==> src/rtl/mem_arb_pkg.sv <==
// mem_arb_pkg: shared types and widths for the two-master memory arbiter.
//   state_t  - arbiter FSM encoding (IDLE, XFER, DONE)
//   ADDR_W   - memory word address width
//   DATA_W   - memory data width
//   CNT_W    - per-master completed-access counter width
package mem_arb_pkg;

    localparam int ADDR_W = 16;
    localparam int DATA_W = 32;
    localparam int CNT_W  = 16;

    localparam logic [CNT_W-1:0] CNT_MAX = {CNT_W{1'b1}};

    typedef enum logic [1:0] {
        IDLE = 2'd0,
        XFER = 2'd1,
        DONE = 2'd2
    } state_t;

endpackage

==> src/rtl/mem_arb_pick.sv <==
// mem_arb_pick: combinational winner select for the two-master arbiter.
// Ports:
//   m0_req, m1_req  - current master requests
//   last_winner     - master that completed the previous access (0 or 1)
//   any_req         - at least one master is requesting
//   pick_m1         - 1 when master 1 wins, 0 when master 0 wins
// Parameter FIXED_PRIO: 0 = round-robin, 1 = master 0 always wins.
module mem_arb_pick #(
    parameter int FIXED_PRIO = 0
) (
    input  logic m0_req,
    input  logic m1_req,
    input  logic last_winner,
    output logic any_req,
    output logic pick_m1
);

    always_comb begin
        any_req = m0_req | m1_req;
        pick_m1 = 1'b0;
        if (FIXED_PRIO != 0) begin
            pick_m1 = ~m0_req;
        end else if (m0_req && m1_req) begin
            // Tie: the master that did not win last time goes next.
            pick_m1 = ~last_winner;
        end else begin
            pick_m1 = m1_req;
        end
    end

endmodule

==> src/rtl/mem_arbiter.sv <==
// mem_arbiter: arbitrates two masters onto one shared single-cycle memory.
//
// Handshake: a master raises mN_req with mN_we/mN_addr/mN_wdata stable and
// holds it until mN_ack. mN_ack is a one-cycle pulse; mN_rdata is valid only
// while mN_ack is high and is zero otherwise. A req still high after the ack
// is treated as a new request in the next IDLE cycle.
//
// Ports:
//   clock, reset            - rising-edge clock, asynchronous active-low reset
//   m0_* / m1_*             - master request/ack interfaces
//   mem_addr/we/wdata       - shared memory drive, nonzero only in XFER
//   mem_rdata               - shared memory read data (combinational)
//   grant_cnt0/1            - saturating completed-access counters
//   state_dbg               - current FSM state for observation
module mem_arbiter
    import mem_arb_pkg::*;
#(
    parameter int FIXED_PRIO = 0
) (
    input  logic              clock,
    input  logic              reset,
    input  logic              m0_req,
    input  logic              m0_we,
    input  logic [ADDR_W-1:0] m0_addr,
    input  logic [DATA_W-1:0] m0_wdata,
    output logic              m0_ack,
    output logic [DATA_W-1:0] m0_rdata,
    input  logic              m1_req,
    input  logic              m1_we,
    input  logic [ADDR_W-1:0] m1_addr,
    input  logic [DATA_W-1:0] m1_wdata,
    output logic              m1_ack,
    output logic [DATA_W-1:0] m1_rdata,
    output logic [ADDR_W-1:0] mem_addr,
    output logic              mem_we,
    output logic [DATA_W-1:0] mem_wdata,
    input  logic [DATA_W-1:0] mem_rdata,
    output logic [CNT_W-1:0]  grant_cnt0,
    output logic [CNT_W-1:0]  grant_cnt1,
    output state_t            state_dbg
);

    state_t             state_q, state_d;
    logic               winner_q;
    logic               last_winner_q;
    logic               we_q;
    logic [ADDR_W-1:0]  addr_q;
    logic [DATA_W-1:0]  wdata_q;
    logic [DATA_W-1:0]  rdata_q;
    logic [CNT_W-1:0]   cnt0_q, cnt1_q;
    logic               any_req;
    logic               pick_m1;

    mem_arb_pick #(
        .FIXED_PRIO (FIXED_PRIO)
    ) u_pick (
        .m0_req      (m0_req),
        .m1_req      (m1_req),
        .last_winner (last_winner_q),
        .any_req     (any_req),
        .pick_m1     (pick_m1)
    );

    always_ff @(posedge clock or negedge reset) begin
        if (!reset) begin
            state_q <= IDLE;
        end else begin
            state_q <= state_d;
        end
    end

    always_comb begin
        state_d = state_q;
        case (state_q)
            IDLE:    if (any_req) state_d = XFER;
            XFER:    state_d = DONE;
            DONE:    state_d = IDLE;
            default: state_d = IDLE;
        endcase
    end

    // Request fields are latched at the arbitration point so that later
    // changes on either master cannot disturb the access in flight.
    always_ff @(posedge clock or negedge reset) begin
        if (!reset) begin
            winner_q      <= 1'b0;
            last_winner_q <= 1'b1;
            we_q          <= 1'b0;
            addr_q        <= '0;
            wdata_q       <= '0;
            rdata_q       <= '0;
            cnt0_q        <= '0;
            cnt1_q        <= '0;
        end else begin
            case (state_q)
                IDLE: begin
                    if (any_req) begin
                        winner_q <= pick_m1;
                        we_q     <= pick_m1 ? m1_we    : m0_we;
                        addr_q   <= pick_m1 ? m1_addr  : m0_addr;
                        wdata_q  <= pick_m1 ? m1_wdata : m0_wdata;
                    end
                end
                XFER: begin
                    rdata_q <= mem_rdata;
                end
                DONE: begin
                    last_winner_q <= winner_q;
                    if (!winner_q && cnt0_q != CNT_MAX) cnt0_q <= cnt0_q + CNT_W'(1);
                    if (winner_q && cnt1_q != CNT_MAX)  cnt1_q <= cnt1_q + CNT_W'(1);
                end
                default: ;
            endcase
        end
    end

    // Outputs are decoded from state so that an asynchronous reset clears
    // the memory strobe and acks in the same cycle.
    always_comb begin
        mem_addr  = '0;
        mem_we    = 1'b0;
        mem_wdata = '0;
        m0_ack    = 1'b0;
        m0_rdata  = '0;
        m1_ack    = 1'b0;
        m1_rdata  = '0;
        case (state_q)
            XFER: begin
                mem_addr  = addr_q;
                mem_we    = we_q;
                mem_wdata = wdata_q;
            end
            DONE: begin
                if (winner_q) begin
                    m1_ack   = 1'b1;
                    m1_rdata = rdata_q;
                end else begin
                    m0_ack   = 1'b1;
                    m0_rdata = rdata_q;
                end
            end
            default: ;
        endcase
    end

    assign grant_cnt0 = cnt0_q;
    assign grant_cnt1 = cnt1_q;
    assign state_dbg  = state_q;

endmodule
==> config.mk <==
export PLATFORM = sky130hd
export DESIGN_NAME = mem_arbiter
export DESIGN_NICKNAME = d
export VERILOG_FILES = /design/src/rtl/mem_arb_pkg.sv /design/src/rtl/mem_arb_pick.sv /design/src/rtl/mem_arbiter.sv
export SDC_FILE = /design/constraint.sdc
export NUM_CORES = 1
export LEC_CHECK = 0
export BUFFER_PORTS_ARGS = -buffer_cell sky130_fd_sc_hd__buf_4
export CAP_MARGIN = 0
export CORE_MARGIN = 10
export CORE_UTILIZATION = 31
export DETAILED_ROUTE_END_ITERATION = 10
export PLACE_DENSITY = 0.55
export SLEW_MARGIN = 10
export SYNTH_ARGS = -nofsm -noshare
export SYNTH_HDL_FRONTEND = slang
export SYNTH_SLANG_ARGS = --single-unit
==> constraint.sdc <==
create_clock -name clock -period 3 [get_ports clock]
set_clock_uncertainty 0.1 [all_clocks]
set_input_delay 0.3 -clock clock [delete_from_list [all_inputs] [get_ports clock]]
set_output_delay 0.3 -clock clock [all_outputs]
set_load 0.01 [all_outputs]
==> out/qor.yml <==
io_pins: 283
clockRootBuffer: "clkbuf_16"
dp.cells: 1051
dr_wl_met3_mm: 2.35
tightest_slew_ns: 0.754
cts_resized: 0
period_minus_slack_ns: 2.50
firstDrtPassIters: 4
overflow: 0
max_cap_violations: 0
worst_slew_margin_rel_pct: 49.6
drc: 0
clk_pin_slew_ns: 0.05
status: "completed"
ant_nets: 0
path_class: "flip-flop to output pin"
fp.dieH_um: 158
vias_per_cell: 4.66
syn_avg_cell_area_sq_um: 10.5
grt_max_degree: 81
rsz0062_at_grt: "no"
synth_seq_cells: 117
syn_to_final_growth_pct: 51.1
track_usage_pct: 15.3
clock_latency_ns: 0.41
htreeDepth: 4
report.final.setup_viol: 0
power_density_nw_per_um2: 858
syn_area_sq_um: 5870
final_net_count: 973
ir_worst_vdd_uv: 422
grt_pass1_vias: 5366
die_w_um: 158
routedWlPerCell_um: 17.8
layout_common_cells: "295 x buf_4, 116 x dfrtp_1, 114 x and2_1"
cp.arrival_ns: 2.10
stdcell_count: 1082
drtIter0Drc: 180
antenna_cells: 0
row_count: 50
numCtsBuffers: 17
cts_max_path_buffers: 2
synth_cell_types: 37
syn_nets: 693
worst_slack_ns: 0.498
cp-start-kind: "flip-flop"
drive_gt1_share_pct: 43.4
die-area_sq_um: 24800
dr.max_layer_used: "met4"
ys_seq_area_share_pct: 49.9
worstPathRequired_ns: 2.60
antenna_found_initial: 0
port_buffers: 282
finalWeightedCongestion: 0.858
dp_slack_ns: 0.916
netlist_instances: 557
cts_tree: "yes"
end_kind: "output pin"
vias: 5043
start_util_pct: 31.5
dr_wl_met2_mm: 8.75
timing.fmax_ghz: 0.400
core-area_sq_um: 18600
fin_crit_sh_pct: 83.4
layout_commonest_cell: "buf_4"
min-delay-path-class: "input pin to flip-flop"
hold_violations: 0
detailed_place.area_sq_um: 8280
power_leakage_nw: 4.50
grt_pass1_wl_mm: 29.6
setup_tns_ns: 0
drt-met1-wl_mm: 7.91
maxSlewViolCount: 0
crit_fanout: 33
fin_area_sq_um: 8860
clkSinkCount: 117
wirelength_mm: 19.2
ys.warnings.count: 0
hpwl_mm: 15.4
flip-flops by register name, indices dropped and copies added, names as in the netlist:
name and count:
state_dbg 2, grant_cnt0 16, winner_q 1, grant_cnt1 16
rdata_q 32, we_q 1, wdata_q 32, last_winner_q 1
addr_q 16
layout make-up:
class,count,area [sq um]
repair buffers,298,2260
clock inverters,9,104
well taps,234,293
multi-input cells,400,2790
flip-flops and latches,117,2930
fillers,1778,9780
clock buffers,21,470
inverters,3,11.3
synth_stat cells (all sizes together):
master / number / share of area, %
dfrtp: 116 / 49
and2: 114 / 12
nand2: 57 / 3.6
o21ai: 50 / 4.3
mux2i: 49 / 8.4
mux2: 35 / 6.7
clkbuf: 23 / 1.5
xor2: 19 / 2.8
buf: 14 / 1.3
nand4: 14 / 1.5
xnor2: 11 / 1.6
nand3: 8 / 0.68
a21oi: 7 / 0.60
and3: 6 / 0.64
nor2: 5 / 0.36
a211oi: 4 / 0.51
and4: 3 / 0.45
inv: 3 / 0.19
nor3b: 3 / 0.38
ha: 2 / 0.43
nor2b: 2 / 0.21
a21boi: 1 / 0.13
a21o: 1 / 0.13
and3b: 1 / 0.15
and4bb: 1 / 0.21
dfstp: 1 / 0.45
nand2b: 1 / 0.11
nand3b: 1 / 0.13
nor4: 1 / 0.11
nor4b: 1 / 0.26
o2111ai: 1 / 0.15
o41a: 1 / 0.19
or2: 1 / 0.11
cells by family after synthesis:
logic type / after synthesis / share of synthesized area [%]
XOR/XNOR: 30 / 4.48
adder cells (fa/ha/maj): 2 / 0.427
AO/OA/AOI/OAI: 65 / 5.97
multiplexers: 84 / 15.1
AND/OR/NAND/NOR: 219 / 21.1
buffers and inverters: 40 / 3.01
flip-flops: 117 / 49.9
what timing repair did:
item | CTS | global route
hold endpoints to repair | 27 | 0
hold buffers | 1 | 0
setup buffers | 0 | 0
per-stage QoR:
| step | total power, mW | util (%) | hold slack [ns] |
|---|---|---|---|
| floorplan | 4.26 | - | -0.0956 |
| global placement | 5.65 | 44.4 | 0.148 |
| detailed placement | 5.74 | 44.4 | 0.143 |
| CTS | 7.75 | 47.5 | 0.000168 |
| global route | 8.19 | 47.5 | 0.00400 |
| finish | 7.60 | 47.5 | 0.0255 |
critical path, stage by stage (launching register included):
cell,delay [ns]
dfrtp_1,0.41
nand2b_1,0.17
or2_1,0.28
inv_1,0.22
buf_4,0.31
and2_1,0.18
buf_4,0.12
worst paths after layout:
path                                from             to  slack, ns  cells after the start
max reg2reg                grant_cnt0[0]  grant_cnt0[1]       1.04                      4
max                         state_dbg[0]   m0_rdata[10]       0.50                      6
min in group asynchronous          reset    rdata_q[18]       0.27                      2
min                        mem_rdata[25]    rdata_q[25]       0.03                      2
min reg2reg                  wdata_q[26]    wdata_q[26]       0.37                      2
max in group asynchronous          reset     addr_q[12]       1.79                      3
layer usage:
layer | track usage, % | vias up
li1 | - | 2438
met1 | 17.4 | 2343
met2 | 24.3 | 246
met3 | 7.89 | 16
met4 | 4.99 | 0
met5 | 0 | -
report_power, final:
part           switching (mW)  leakage, nW  internal [mW]  total, mW
logic                    1.47         2.77           1.52       2.99
registers               0.426         1.46           2.22       2.65
clock network           0.688        0.281           1.27       1.96
total                    2.59         4.50           5.01       7.60
Power figures use the tool's default switching activity.
